File: src/rtl/pipelined_barrel_shifter.sv
// pipelined_barrel_shifter
// Log2(WIDTH)-stage barrel shifter with logical, arithmetic and rotate modes
// in both directions. Stage k applies the 2^k component of the shift amount.
// One global advance signal moves the whole pipeline, so results leave in
// issue order and stay frozen while downstream back-pressures.
// Optional feature macro: PBS_FLAGS_EN adds the out_zero / out_carry flags
// together with their pipeline registers.
module pipelined_barrel_shifter #(
    parameter int WIDTH = 8,
    localparam int SHW = $clog2(WIDTH)
) (
    input  logic             clk,
    input  logic             rst_n,
    input  logic             in_valid,
    output logic             in_ready,
    input  logic [WIDTH-1:0] in_data,
    input  logic [SHW-1:0]   in_shift,
    input  logic             in_dir,
    input  logic [1:0]       in_mode,
    output logic             out_valid,
    input  logic             out_ready,
    output logic [WIDTH-1:0] out_data,
    output logic             busy
`ifdef PBS_FLAGS_EN
    ,
    output logic             out_zero,
    output logic             out_carry
`endif
);

    // Per-stage pipeline registers and their next-state values
    logic             valid_r   [SHW];
    logic [WIDTH-1:0] data_r    [SHW];
    logic             dir_r     [SHW];
    logic [1:0]       mode_r    [SHW];
    logic [SHW-1:0]   shift_r   [SHW];
    logic             valid_s   [SHW];
    logic [WIDTH-1:0] data_s    [SHW];
    logic             dir_s     [SHW];
    logic [1:0]       mode_s    [SHW];
    logic [SHW-1:0]   shift_s   [SHW];
    logic             advance_s;
    logic             busy_s;
`ifdef PBS_FLAGS_EN
    logic             carry_r   [SHW];
    logic             carry_s   [SHW];
    logic             zero_r;
`endif

    // One stage's shift by a fixed amount; mode 11 falls back to logical
    function automatic logic [WIDTH-1:0] shift_step(
        input logic [WIDTH-1:0] d,
        input logic             dir,
        input logic [1:0]       mode,
        input int               amt
    );
        logic [WIDTH-1:0] r;
        case (mode)
            2'b10: begin
                if (dir) r = (d >> amt) | (d << (WIDTH - amt));
                else     r = (d << amt) | (d >> (WIDTH - amt));
            end
            2'b01: begin
                // arithmetic left is identical to logical left
                if (dir) r = $signed(d) >>> amt;
                else     r = d << amt;
            end
            default: begin
                if (dir) r = d >> amt;
                else     r = d << amt;
            end
        endcase
        return r;
    endfunction

`ifdef PBS_FLAGS_EN
    // Carry produced by one shifting stage; the last shifting stage wins,
    // which equals the last bit shifted out of the original operand
    function automatic logic carry_step(
        input logic [WIDTH-1:0] d,
        input logic [WIDTH-1:0] r,
        input logic             dir,
        input logic [1:0]       mode,
        input int               amt
    );
        logic c;
        if (mode == 2'b10) begin
            c = dir ? r[WIDTH-1] : r[0];
        end else begin
            c = dir ? d[amt-1] : d[WIDTH-amt];
        end
        return c;
    endfunction
`endif

    // Whole pipeline moves unless a held result is waiting on downstream
    always_comb begin
        advance_s = !valid_r[SHW-1] || out_ready;
    end

    // Next-state of each stage: take predecessor, apply its 2^k shift if selected
    always_comb begin
        int               prev;
        logic             src_valid;
        logic [WIDTH-1:0] src_data;
        logic             src_dir;
        logic [1:0]       src_mode;
        logic [SHW-1:0]   src_shift;
`ifdef PBS_FLAGS_EN
        logic             src_carry;
`endif
        prev      = 0;
        src_valid = 1'b0;
        src_data  = {WIDTH{1'b0}};
        src_dir   = 1'b0;
        src_mode  = 2'b00;
        src_shift = {SHW{1'b0}};
`ifdef PBS_FLAGS_EN
        src_carry = 1'b0;
`endif
        for (int k = 0; k < SHW; k++) begin
            prev = (k > 0) ? (k - 1) : 0;
            if (k == 0) begin
                src_valid = in_valid;
                src_data  = in_data;
                src_dir   = in_dir;
                src_mode  = in_mode;
                src_shift = in_shift;
`ifdef PBS_FLAGS_EN
                src_carry = 1'b0;
`endif
            end else begin
                src_valid = valid_r[prev];
                src_data  = data_r[prev];
                src_dir   = dir_r[prev];
                src_mode  = mode_r[prev];
                src_shift = shift_r[prev];
`ifdef PBS_FLAGS_EN
                src_carry = carry_r[prev];
`endif
            end
            valid_s[k] = src_valid;
            dir_s[k]   = src_dir;
            mode_s[k]  = src_mode;
            shift_s[k] = src_shift;
            if (src_shift[k]) begin
                data_s[k] = shift_step(src_data, src_dir, src_mode, 32'sd1 << k);
`ifdef PBS_FLAGS_EN
                carry_s[k] = carry_step(src_data, data_s[k], src_dir, src_mode,
                                        32'sd1 << k);
`endif
            end else begin
                data_s[k] = src_data;
`ifdef PBS_FLAGS_EN
                carry_s[k] = src_carry;
`endif
            end
        end
    end

    // Stage registers: cleared by reset, loaded together on advance
    always_ff @(posedge clk or negedge rst_n) begin
        if (!rst_n) begin
            for (int k = 0; k < SHW; k++) begin
                valid_r[k] <= 1'b0;
                data_r[k]  <= {WIDTH{1'b0}};
                dir_r[k]   <= 1'b0;
                mode_r[k]  <= 2'b00;
                shift_r[k] <= {SHW{1'b0}};
`ifdef PBS_FLAGS_EN
                carry_r[k] <= 1'b0;
`endif
            end
`ifdef PBS_FLAGS_EN
            zero_r <= 1'b0;
`endif
        end else if (advance_s) begin
            for (int k = 0; k < SHW; k++) begin
                valid_r[k] <= valid_s[k];
                data_r[k]  <= data_s[k];
                dir_r[k]   <= dir_s[k];
                mode_r[k]  <= mode_s[k];
                shift_r[k] <= shift_s[k];
`ifdef PBS_FLAGS_EN
                carry_r[k] <= carry_s[k];
`endif
            end
`ifdef PBS_FLAGS_EN
            zero_r <= (data_s[SHW-1] == {WIDTH{1'b0}});
`endif
        end
    end

    // Activity indicator: any stage holding a live operation
    always_comb begin
        busy_s = 1'b0;
        for (int k = 0; k < SHW; k++) begin
            busy_s = busy_s | valid_r[k];
        end
    end

    assign in_ready  = advance_s;
    assign out_valid = valid_r[SHW-1];
    assign out_data  = data_r[SHW-1];
    assign busy      = busy_s;
`ifdef PBS_FLAGS_EN
    assign out_zero  = zero_r;
    assign out_carry = carry_r[SHW-1];
`endif

endmodule

File: config.mk
export PLATFORM = sky130hd
export DESIGN_NAME = pipelined_barrel_shifter
export DESIGN_NICKNAME = d
export VERILOG_FILES = /design/src/rtl/pipelined_barrel_shifter.sv
export SDC_FILE = /design/constraint.sdc
export NUM_CORES = 1
export LEC_CHECK = 0
export CELL_PAD_IN_SITES_DETAIL_PLACEMENT = 1
export CELL_PAD_IN_SITES_GLOBAL_PLACEMENT = 1
export CORE_MARGIN = 2
export CORE_UTILIZATION = 45
export DETAILED_ROUTE_END_ITERATION = 7
export GPL_TIMING_DRIVEN = 0
export PLACE_DENSITY = 0.86
export SLEW_MARGIN = 20
export SYNTH_ARGS = -nofsm -noshare
export SYNTH_HDL_FRONTEND = slang
export SYNTH_SLANG_ARGS = --single-unit
File: constraint.sdc
create_clock -name clk -period 2.2 [get_ports clk]
set_input_delay 0.44 -clock clk [delete_from_list [all_inputs] [get_ports clk]]
set_output_delay 0.44 -clock clk [all_outputs]
set_load 0.005 [all_outputs]
==> results.cfg, run 1 <==
[status]
outcome = complete, but fails checks
violations = negative hold slack

[critical_path]
worst-path-max-fanout = 5
timing.rr.start = mode_r[2]$_DFFE_PN0P_
crit_start = out_valid$_DFFE_PN0P_
max_stage_delay_ns = 0.49
cp_cell_sequence = nor2b_2 -> inv_2 -> buf_6 -> clkdlybuf4s50_1
cp_top_family = buffers and inverters
arrival_ns = 1.58
ff2ff_path_depth = 6
crit_path_start_kind = register
end_kind = primary output
rr_endpoint = out_data[2]$_DFFE_PN0P_
path_class = register to primary output
crit_cells = 4
cp.required_ns = 1.76
cp_slowest_cell = clkdlybuf4s50_1
path_buf_inv = 3
ff2ff_setup_slack_ns = 0.54

[finish]
n_fill_cell = 534
final_nets = 286
final_area_sq_mm = 0.00264
layout-drive-gt1-share = 0.179
area_growth_pct = 23.0
diodes = 0

[logic_synthesis]
yosys_register_bits = 36
synth_nets = 248
synthArstFlopShare = 1.00
synth_edf_count = 0
synthTopCellsByArea = dfrtp_1 (42%), mux2i_1 (7.9%), nand2_1 (4.0%)
synth_xor_area_frac = 0
synth_top_area_cell = dfrtp_1
synth-simple-area-share = 0.166
synthDistinctLibCells = 35
yosys_warnings = 0
synth_top_cell_area_share = 0.419
synthAdderAreaFrac = 0.0349
syn_area_sq_mm = 0.00215
synth_top_family_by_area = compound AO/OA/AOI/OAI gates
synthMuxAreaShare = 0.0896
synth_area_per_cell_sq_um = 9.60
postSynthCellCount = 224
seq_area_frac_synth = 0.419
synth-compound-area-share = 0.207
synth-main-ff-cell = dfrtp_1

[run]
maxCapViolations = 0

[floorplanning]
io_pins = 29
die_x_um = 73.1
die-height_um = 73.1
core_sq_mm = 0.00466
initial_core_util = 0.461
rows = 25
die-area_sq_mm = 0.00535

[grt]
track_usage = 0.213
grt_start_max_net_pins = 28
grt_first_pass_wirelength_mm = 8.51
antenna_found_initial = 0
grt_pass1_vias = 1781
overflow = 0

[place]
portBuffers = 28
place_area_sq_mm = 0.00251
place_hpwl_mm = 3.84
place_congestion = 0.864

[timing]
fin_skew_ns = 0.00950
clock.fmax_mhz = 495
setup_viol = 0
hold_viol = 6
post-route-period-util = 0.918
fin_crit_ns = 2.02
setup_tns_ns = 0
hold_ws_ns = -0.00281
worst_slew_pin_slew_ns = 0.350
slew_viol_final = 0
relSlewSlack = 0.767
rsz0062_at_grt = no

[power]
p_leak_nw = 1.25
powerDensity_mw_per_mm2 = 1160
p_total_mw = 3.08
ir_drop_v = 0.000429

[detailed_routing]
routedWlPerCell_um = 16.4
drc = 0
drt_first_pass_iters = 4
vias = 1791
antenna_left = 0
drt_iter0_markers = 52
avgViaCountPerCell = 5.65
wl_mm = 5.21

[cts]
cts_tree = built
ctsHoldBuffers = 0
htree_levels = 2
cts_sinks = 36
clk_pin_slew_worst_paths_ns = 0.08
clk_latency_ns = 0.30
cts_buffer_depth = 2
cts_buffers = 5
cts_root_buffer = clkbuf_8

[min_path]
hp-class = input port to asynchronous set/reset pin
## what timing repair did
| item | 4_1_cts | 5_1_grt |
|---|---|---|
| endpoints found under the setup margin | 1 | 1 |
| gates resized for setup | 3 | 1 |
| setup buffers | 1 | 1 |
## cells by family after synthesis
kind of cell,count (synthesis)
AND/OR/NAND/NOR,70
buffers and inverters,29
flip-flops,36
AO/OA/AOI/OAI,64
adder cells (fa/ha/maj),6
multiplexers,19
## stage by stage
stage / setup WS (ns) / instances / utilization
3_5_place_dp: -0.203 / 307 / 0.539
3_3_place_gp: -0.174 / 306 / 0.536
6_report: 0.181 / 317 / 0.567
2_1_floorplan: 0.817 / 224 / -
4_1_cts: 0.0410 / 316 / 0.565
5_1_grt: 0.100 / 317 / 0.567
## sequential cells by signal, summed over array words and instances, names as in the netlist
| register | count |
|---|---|
| dir_r | 2 |
| out_valid | 1 |
| out_data | 8 |
| valid_r | 2 |
| data_r | 16 |
| mode_r | 4 |
| shift_r | 3 |
## how the worst max path moves through the flow
stage,slack (ns),end
6_report,0.18,in_ready
3_3_place_gp,-0.17,in_ready
5_1_grt,0.10,in_ready
2_1_floorplan,0.82,data_r[14]$_DFFE_PN0P_
4_1_cts,0.04,in_ready
3_5_place_dp,-0.20,in_ready
## where the power goes
part	internal [mW]	total (mW)	switching [mW]
clock	0.336	0.584	0.247
sequential	0.921	1.16	0.237
combinational	0.737	1.34	0.601
## cell type report
class                      instances  area, sq um  share of cell area
multi-input combinational        159         1070               0.405
sequential                        36          901               0.341
tap                               54         67.6              0.0256
clock inverter                     2         35.0              0.0133
inverter                           8         30.0              0.0114
timing repair buffer              31          313               0.118
buffer                            21          155              0.0587
clock buffer                       6         72.6              0.0274
## routing by layer
layer,part of all wire,wire length [um],vias up,track usage
met3,0.035,180,11,0.0470
met2,0.53,2740,47,0.358
met1,0.42,2180,877,0.259
met5,0,0,-,0
li1,-,-,856,-
met4,0.021,112,0,0.0947
## cells in the mapped netlist, types with 2 or more instances
master    number
and3b_1        2
or2_2          7
o21ba_2        2
o211ai_1       8
clkbuf_1       2
buf_4         11
and3_1         2
inv_1          8
a21o_1        10
nor2_1        18
mux2_2         2
nor2b_1        2
nor3b_1        2
dfrtp_1       36
nand2b_1       6
a211oi_1       8
buf_2          5
a21oi_1       10
o21ai_0       11
a31oi_1        7
a211oi_2       4
buf_6          3
nand4b_1       2
ha_1           6
o21a_1         2
mux2i_1       17
nand2_1       23
## layout by cell type, fill, tap and decap left out, types with 8 or more instances in the layout
cell type,count
clkdlybuf4s50_1,26
buf_4,13
o21ai_0,11
dfrtp_1,36
o211ai_1,8
nand2_1,23
a21oi_1,10
a21o_1,10
a211oi_1,8
mux2i_1,17
nor2_1,18
(Power assumes the default switching activity.)
==> run 2: changes to the inputs <==
==> constraint.sdc (replaced) <==
create_clock -name clk -period 2.2 [get_ports clk]
set_input_delay 0.44 -clock clk [delete_from_list [all_inputs] [get_ports clk]]
set_output_delay 0.44 -clock clk [all_outputs]
set_load 0.01 [all_outputs]
==> run 2 against run 1 <==
The run now ends clean. Sequential power hardly changed. Wire length is 2.8% lower. Sequential share of layout area is 0.24 points higher. Core utilization is 0.40 points lower. Critical path depth is 2 lower.
==> results.cfg, run 2 (synthesized netlist as in run 1, its figures left out) <==
[floorplanning]
die-height_um = 73.1
die_x_um = 73.1
rows = 25
core_sq_mm = 0.00466
initial_core_util = 0.461
io_pins = 29
die-area_sq_mm = 0.00535

[finish]
fin_util = 0.563
final_area_sq_mm = 0.00263
top_register = data_r
largest_reg_flops = 16
fin_cells = 315
diodes = 0
final_nets = 284
layout.cells.most_common = dfrtp_1
area_growth_pct = 22.1
layout-drive-gt1-share = 0.172
layout_common_cells = dfrtp_1 (36), clkdlybuf4s50_1 (26), nand2_1 (23)

[detailed_routing]
avgViaCountPerCell = 5.52
drc = 0
drt_first_pass_iters = 4
antenna_left = 0
drt_iter0_markers = 40
vias = 1739
routedWlPerCell_um = 16.1
wl_mm = 5.07

[cts]
cts_tree = built
clk_latency_ns = 0.29
cts_sinks = 36
cts_buffer_depth = 2
htree_levels = 2
clk_pin_slew_worst_paths_ns = 0.07
cts_buffers = 5
cts_root_buffer = clkbuf_8

[power]
powerDensity_mw_per_mm2 = 1180
p_leak_nw = 1.23
ir_drop_v = 0.000430
p_total_mw = 3.09

[place]
place_hpwl_mm = 3.84
dpl.cell_count = 307
place_congestion = 0.864
place_area_sq_mm = 0.00251
portBuffers = 28

[timing]
post-route-period-util = 0.920
worst_slew_pin_slew_ns = 0.344
fin_skew_ns = 0.00496
clock.fmax_mhz = 494
setup_viol = 0
fin_crit_ns = 2.02
slew_viol_final = 0
hold_viol = 0
rsz0062_at_grt = no
hold_ws_ns = 0.00307
relSlewSlack = 0.771

[grt]
grt_start_max_net_pins = 28
antenna_found_initial = 0
track_usage = 0.209
grt_pass1_vias = 1740
overflow = 0
grt_first_pass_wirelength_mm = 8.36

[critical_path]
worst-path-max-fanout = 4
end_kind = primary output
path_class = register to primary output
arrival_ns = 1.58
crit_path_start_kind = register
cp.required_ns = 1.76

[status]
outcome = finished clean

[min_path]
hp-class = input port to asynchronous set/reset pin

[run]
maxCapViolations = 0
-- run 2: cell types whose count changed in the layout (fill, tap and decap cells not counted) --
cell / change
dlymetal6s2s_1: -1
buf_4: -2
dlygate4sd2_1: +1
-- run 2: stage by stage --
step	setup TNS [ns]	setup WS, ns
after floorplan	0	0.816
after global placement	-3.37	-0.210
after detailed placement	-0.238	-0.238
after CTS	0	0.160
after global routing	0	0.118
final	0	0.175
-- run 2: metal layers --
layer  vias up  share of wire  track usage
met2        40           0.52        0.355
met1       836           0.43        0.253
met4         0          0.023       0.0844
met3        10          0.033       0.0470
li1        853              -            -
met5         -              0            0
-- run 2: cell type report --
cell class,count,area (sq um)
buffer,21,155
clock buffer,6,72.6
clock inverter,2,35.0
fill,537,2040
inverter,8,30.0
multi-input combinational,159,1070
sequential,36,901
tap,54,67.6
timing repair buffer,29,294
-- run 2: path summary, 6_finish.rpt --
path / startpoint / endpoint / slack (ns) / depth (start not counted)
max reg2reg: mode_r[2]$_DFFE_PN0P_ / out_data[2]$_DFFE_PN0P_ / 0.59 / 6
min: rst_n / out_data[4]$_DFFE_PN0P_ / 0.003 / 1
max in group asynchronous: rst_n / data_r[19]$_DFFE_PN0P_ / 1.77 / 2
max: out_valid$_DFFE_PN0P_ / busy / 0.18 / 2
min in group clk: shift_r[8]$_DFFE_PN0P_ / shift_r[8]$_DFFE_PN0P_ / 0.47 / 2
min reg2reg: shift_r[8]$_DFFE_PN0P_ / shift_r[8]$_DFFE_PN0P_ / 0.47 / 2
-- run 2: worst max-delay path, cell delays in order, from the launching register on --
cell             delay, ns
dfrtp_1               0.41
or3_1                 0.39
clkdlybuf4s50_1       0.50
-- run 2: what timing repair did --
| action | 4_1_cts | 5_1_grt |
|---|---|---|
| setup buffers | 0 | 0 |
| hold buffers | 0 | 0 |
| hold endpoints to repair | 0 | 0 |
| resized for setup | 4 | 0 |
| endpoints found under the setup margin | 1 | 0 |
-- run 2: power breakdown --
group	total [mW]	switching [mW]	internal, mW	leakage [nW]
sequential	1.16	0.238	0.921	0.427
clock	0.577	0.241	0.336	0.0552
combinational	1.35	0.626	0.726	0.748
total	3.09	1.10	1.98	1.23
